$ cat src/rtl/ring_meas_pkg.sv
// rtl/ring_meas_pkg.sv - shared types and default widths for the ring oscillator frequency counter
package ring_meas_pkg;

  typedef enum logic [1:0] {
    IDLE    = 2'd0,
    ARM     = 2'd1,
    MEASURE = 2'd2,
    DONE    = 2'd3
  } meas_state_t;

  localparam int CNT_W_DEF  = 16;
  localparam int GATE_W_DEF = 16;

endpackage

$ cat src/rtl/sync_edge_detect.sv
// rtl/sync_edge_detect.sv - multi-flop synchronizer with rising-edge detect for an asynchronous pin
module sync_edge_detect #(
  parameter int SYNC_STAGES = 2
) (
  input  logic clk,
  input  logic rst,
  input  logic async_in,
  output logic sync_out,
  output logic rise
);

  logic [SYNC_STAGES-1:0] sync_q;
  logic                   prev_q;

  always_ff @(posedge clk) begin
    if (rst) begin
      sync_q <= '0;
      prev_q <= 1'b0;
    end else begin
      sync_q <= {sync_q[SYNC_STAGES-2:0], async_in};
      prev_q <= sync_q[SYNC_STAGES-1];
    end
  end

  assign sync_out = sync_q[SYNC_STAGES-1];
  assign rise     = sync_q[SYNC_STAGES-1] & ~prev_q;

endmodule

$ cat src/rtl/ring_freq_counter.sv
// rtl/ring_freq_counter.sv - counts ring oscillator rising edges over a programmable clk-cycle window
module ring_freq_counter
  import ring_meas_pkg::*;
#(
  parameter int CNT_W       = CNT_W_DEF,
  parameter int GATE_W      = GATE_W_DEF,
  parameter int SYNC_STAGES = 2
) (
  input  logic              clk,
  input  logic              rst,
  input  logic              osc_in,
  input  logic              start,
  input  logic [GATE_W-1:0] gate_len,
  output logic              busy,
  output logic              done,
  output logic [CNT_W-1:0]  count,
  output logic              overflow
);

  localparam logic [CNT_W-1:0] ACC_MAX = {CNT_W{1'b1}};

  meas_state_t       state, state_nxt;
  logic [GATE_W-1:0] gate_cnt, gate_cnt_nxt;
  logic [CNT_W-1:0]  acc, acc_nxt;
  logic              ovf, ovf_nxt;
  logic              osc_rise;

  sync_edge_detect #(
    .SYNC_STAGES (SYNC_STAGES)
  ) u_sync (
    .clk      (clk),
    .rst      (rst),
    .async_in (osc_in),
    .sync_out (),
    .rise     (osc_rise)
  );

  always_comb begin
    state_nxt    = state;
    gate_cnt_nxt = gate_cnt;
    acc_nxt      = acc;
    ovf_nxt      = ovf;
    case (state)
      IDLE: begin
        if (start) begin
          gate_cnt_nxt = gate_len;
          state_nxt    = ARM;
        end
      end
      ARM: begin
        acc_nxt   = '0;
        ovf_nxt   = 1'b0;
        state_nxt = (gate_cnt == '0) ? DONE : MEASURE;
      end
      MEASURE: begin
        // Saturate rather than wrap so a too-fast oscillator reads as full scale.
        if (osc_rise) begin
          if (acc == ACC_MAX) ovf_nxt = 1'b1;
          else                acc_nxt = acc + CNT_W'(1);
        end
        gate_cnt_nxt = gate_cnt - GATE_W'(1);
        if (gate_cnt == GATE_W'(1)) state_nxt = DONE;
      end
      DONE: begin
        state_nxt = IDLE;
      end
      default: begin
        state_nxt = IDLE;
      end
    endcase
  end

  always_ff @(posedge clk) begin
    if (rst) begin
      state    <= IDLE;
      gate_cnt <= '0;
      acc      <= '0;
      ovf      <= 1'b0;
      count    <= '0;
      overflow <= 1'b0;
    end else begin
      state    <= state_nxt;
      gate_cnt <= gate_cnt_nxt;
      acc      <= acc_nxt;
      ovf      <= ovf_nxt;
      // Capture on entry to DONE so the final MEASURE cycle's edge is included.
      if (state_nxt == DONE && state != DONE) begin
        count    <= acc_nxt;
        overflow <= ovf_nxt;
      end
    end
  end

  assign busy = (state != IDLE);
  assign done = (state == DONE);

endmodule
$ cat config.mk
export PLATFORM = sky130hd
export DESIGN_NAME = ring_freq_counter
export DESIGN_NICKNAME = d
export VERILOG_FILES = /design/src/rtl/ring_meas_pkg.sv /design/src/rtl/sync_edge_detect.sv /design/src/rtl/ring_freq_counter.sv
export SDC_FILE = /design/constraint.sdc
export NUM_CORES = 1
export LEC_CHECK = 0
export ABC_AREA = 1
export BUFFER_PORTS_ARGS = -buffer_cell sky130_fd_sc_hd__buf_4
export CAP_MARGIN = 20
export CORE_AREA = 5 5 91 93
export CTS_BUF_LIST = sky130_fd_sc_hd__clkbuf_4
export DETAILED_ROUTE_END_ITERATION = 6
export DIE_AREA = 0 0 96 98
export HOLD_SLACK_MARGIN = 0.05
export PLACE_DENSITY = 0.69
export SLEW_MARGIN = 0
export SYNTH_ARGS = -nofsm -noshare
export SYNTH_HDL_FRONTEND = slang
export SYNTH_SLANG_ARGS = --single-unit
$ cat constraint.sdc
create_clock -name clk -period 5.3 [get_ports clk]
set_input_delay 1.06 -clock clk [delete_from_list [all_inputs] [get_ports clk]]
set_output_delay 1.06 -clock clk [all_outputs]
set_load 0.02 [all_outputs]
==> impl_metrics.env <==
export IMPL_drive_gt1_frac=0.159
export IMPL_io_pins=39
export IMPL_area_growth_pct=12.5
export IMPL_crit_path_start_kind="flip-flop"
export IMPL_vias=3106
export IMPL_initial_core_util=0.427
export IMPL_routedWlPerCell_um=12.2
export IMPL_rows=32
export IMPL_synthesis_instances=490
export IMPL_max_stage_delay_ns=0.42
export IMPL_final_hold_viol_count=0
export IMPL_fin_area_um2=3580
export IMPL_cp_arrival_ns=1.40
export IMPL_critical_path_class="flip-flop to output port"
export IMPL_insertedDiodeCount=0
export IMPL_yosysMostFrequentCell="nand2_1"
export IMPL_period_needed_ns=2.46
export IMPL_cpMaxStageDelayCell="dfxtp_1"
export IMPL_synth_main_ff_cell="dfxtp_1"
export IMPL_overflow=0
export IMPL_max_freq_mhz=407
export IMPL_clkTransAtPathRegs_ns=0.17
export IMPL_maxSlewViolCount=0
export IMPL_numCtsBuffers=5
export IMPL_die_w_um=96
export IMPL_final_setup_tns_ns=0
export IMPL_min_path_type="flip-flop to flip-flop"
export IMPL_required_ns=4.24
export IMPL_netlist_top_cells_count="131 x nand2_1, 61 x inv_1, 56 x nor2_1"
export IMPL_route_detailed_drc=0
export IMPL_p_int_mw=0.705
export IMPL_die_height_um=98
export IMPL_avgSynthCellArea_um2=6.50
export IMPL_path_cells="inv_1 > ha_1 > inv_1 > buf_4"
export IMPL_cts_hold_buf=0
export IMPL_grt_antenna_before_repair=0
export IMPL_crit_buf_inv=3
export IMPL_cts_setup_buffers=0
export IMPL_nFillCells=810
export IMPL_synth_edf_count=0
export IMPL_cts_tree="built"
export IMPL_p_sw_mw=0.521
export IMPL_swShare=0.425
export IMPL_dpl_cell_area_um2=3520
export IMPL_cts_htree_levels=2
export IMPL_cts_repair_resized=0
export IMPL_rsz0062_at_grt="no"
export IMPL_synthesis_area_um2=3180
export IMPL_nNetsFinal=549
export IMPL_cts_root_buf="clkbuf_4"
export IMPL_viasPerCell=4.98
export IMPL_synth_area_leader_cell="dfxtp_1"
export IMPL_p_clk_frac=0.159
export IMPL_grt_usage=0.164
export IMPL_grt_pass1_wl_mm=12.8
export IMPL_critical_path_top_delay_family="flip-flops"
export IMPL_ys_types=34
export IMPL_async_flop_share=0
export IMPL_maxCapViolCount=0
export IMPL_synth_yosys_seq_area_share=0.346
export IMPL_p_total_mw=1.23
export IMPL_ir_drop_mv=0.198
export IMPL_core_um2=7450
export IMPL_synth_top_area_share=0.346
export IMPL_grt_max_degree=46
export IMPL_cts_sinks=55
export IMPL_cp_max_fo=4
export IMPL_seqPwrFrac=0.416
export IMPL_synth_seq_cells=55
export IMPL_portBuffers=38
export IMPL_yosys_top_cells_area="dfxtp_1 35%, nand2_1 15%, inv_1 7.2%"
export IMPL_place_congestion=0.889
export IMPL_drt_iter0_markers=125
export IMPL_worst_setup_path_end_kind="output port"
export IMPL_yosysWarnings=0
export IMPL_status="complete, no violations"
export IMPL_maxSlewHeadroom=0.649
export IMPL_skew_ns=0.0207
export IMPL_wl_mm=7.59
export IMPL_detail_route_antenna_nets=0
export IMPL_power_leakage_nw=1.56
export IMPL_clk_path_buf_depth=2
export IMPL_combPwrFrac=0.425
export IMPL_clk_latency_ns=0.38
export IMPL_utilization=0.481
export IMPL_setup_viol=0
export IMPL_cp_common_cell="inv_1"
export IMPL_worst_pin_slew_ns=0.526
export IMPL_powerDensity_nw_per_um2=342
export IMPL_drt_pass1_iterations=6
export IMPL_dieArea_um2=9410
export IMPL_post_route_period_util=0.464
export IMPL_synth_nets=518
export IMPL_grt_pass1_vias=2904
export IMPL_place_hpwl_mm=5.47
==> layout make-up <==
cell class / count / area, um^2 / share of cell area
Multi-Input combinational cell: 350 / 1730 / 0.483
Timing Repair Buffer: 40 / 300 / 0.0839
Sequential cell: 55 / 1100 / 0.307
Tap cell: 102 / 128 / 0.0356
Inverter: 69 / 264 / 0.0737
Clock buffer: 5 / 37.5 / 0.0105
Clock inverter: 3 / 22.5 / 0.00629
==> worst min-delay path, delay by kind of cell, from the launching register on <==
| family | cells | cell delay [ns] |
|---|---|---|
| flops | 1 | 0.34 |
| buf+inv | 1 | 0.05 |
| simple gates | 1 | 0.03 |
==> worst paths after layout <==
| path | from | to | slack, ns | depth (start not counted) |
|---|---|---|---|---|
| setup / recovery | state[0] | busy | 2.84 | 4 |
| hold / removal | u_sync.sync_q[0] | u_sync.sync_q[1] | 0.43 | 2 |
| setup reg to reg | state[0] | count[1] | 2.96 | 9 |
| hold reg to reg | u_sync.sync_q[0] | u_sync.sync_q[1] | 0.43 | 2 |
==> metrics by stage <==
step | setup slack, ns | instances | hold slack (ns)
final | 2.84 | 624 | 0.431
after floorplan | 3.28 | 490 | 0.388
after global routing | 2.71 | 624 | 0.461
after global placement | 2.87 | 616 | 0.406
after detailed placement | 2.81 | 616 | 0.414
after CTS | 2.83 | 624 | 0.438
==> routing by layer <==
metal,up-vias,GRT usage,share of wire
li1,1612,-,-
met1,1428,0.192,0.42
met2,62,0.305,0.52
met3,4,0.0300,0.050
met4,0,0.0306,0.0040
met5,-,0,0
==> cells by family (layout without fill, tap and decap cells) <==
kind of cell | Yosys count | after routing | share of synthesized area
xor+xnor | 3 | 3 | 0.00826
fa+ha+maj | 8 | 8 | 0.0314
compound gates | 83 | 83 | 0.147
simple gates | 256 | 256 | 0.357
buf+inv | 85 | 117 | 0.111
flops | 55 | 55 | 0.346
==> flip-flops by register name, indices dropped and copies added (netlist names) <==
name,flops
u_sync.prev_q,1
acc,16
count,16
ovf,1
state,2
u_sync.sync_q,2
gate_cnt,16
overflow,1
==> power groups by stage <==
stage,Combinational (mW),Clock (mW),Sequential (mW)
after floorplan,0.355,0,0.550
after global placement,0.510,0,0.519
after detailed placement,0.522,0,0.519
after CTS,0.523,0.205,0.510
after global routing,0.586,0.221,0.519
final,0.521,0.195,0.510
==> cells in the final DEF (no fill, tap or decap), drive strengths merged <==
cell type,netlist,routed
nor3,4,4
nor2,63,63
buf,9,40
ha,8,8
dfxtp,55,55
a21oi,48,48
xor2,1,1
nand3,34,34
nand3b,2,2
clkbuf,7,5
nand2,139,139
xnor2,2,2
o21ai,28,28
or2,3,3
nand4,11,11
o31ai,2,2
a31oi,3,3
a211oi,2,2
clkinv,3,5
inv,66,67
(Power assumes the default switching activity.)
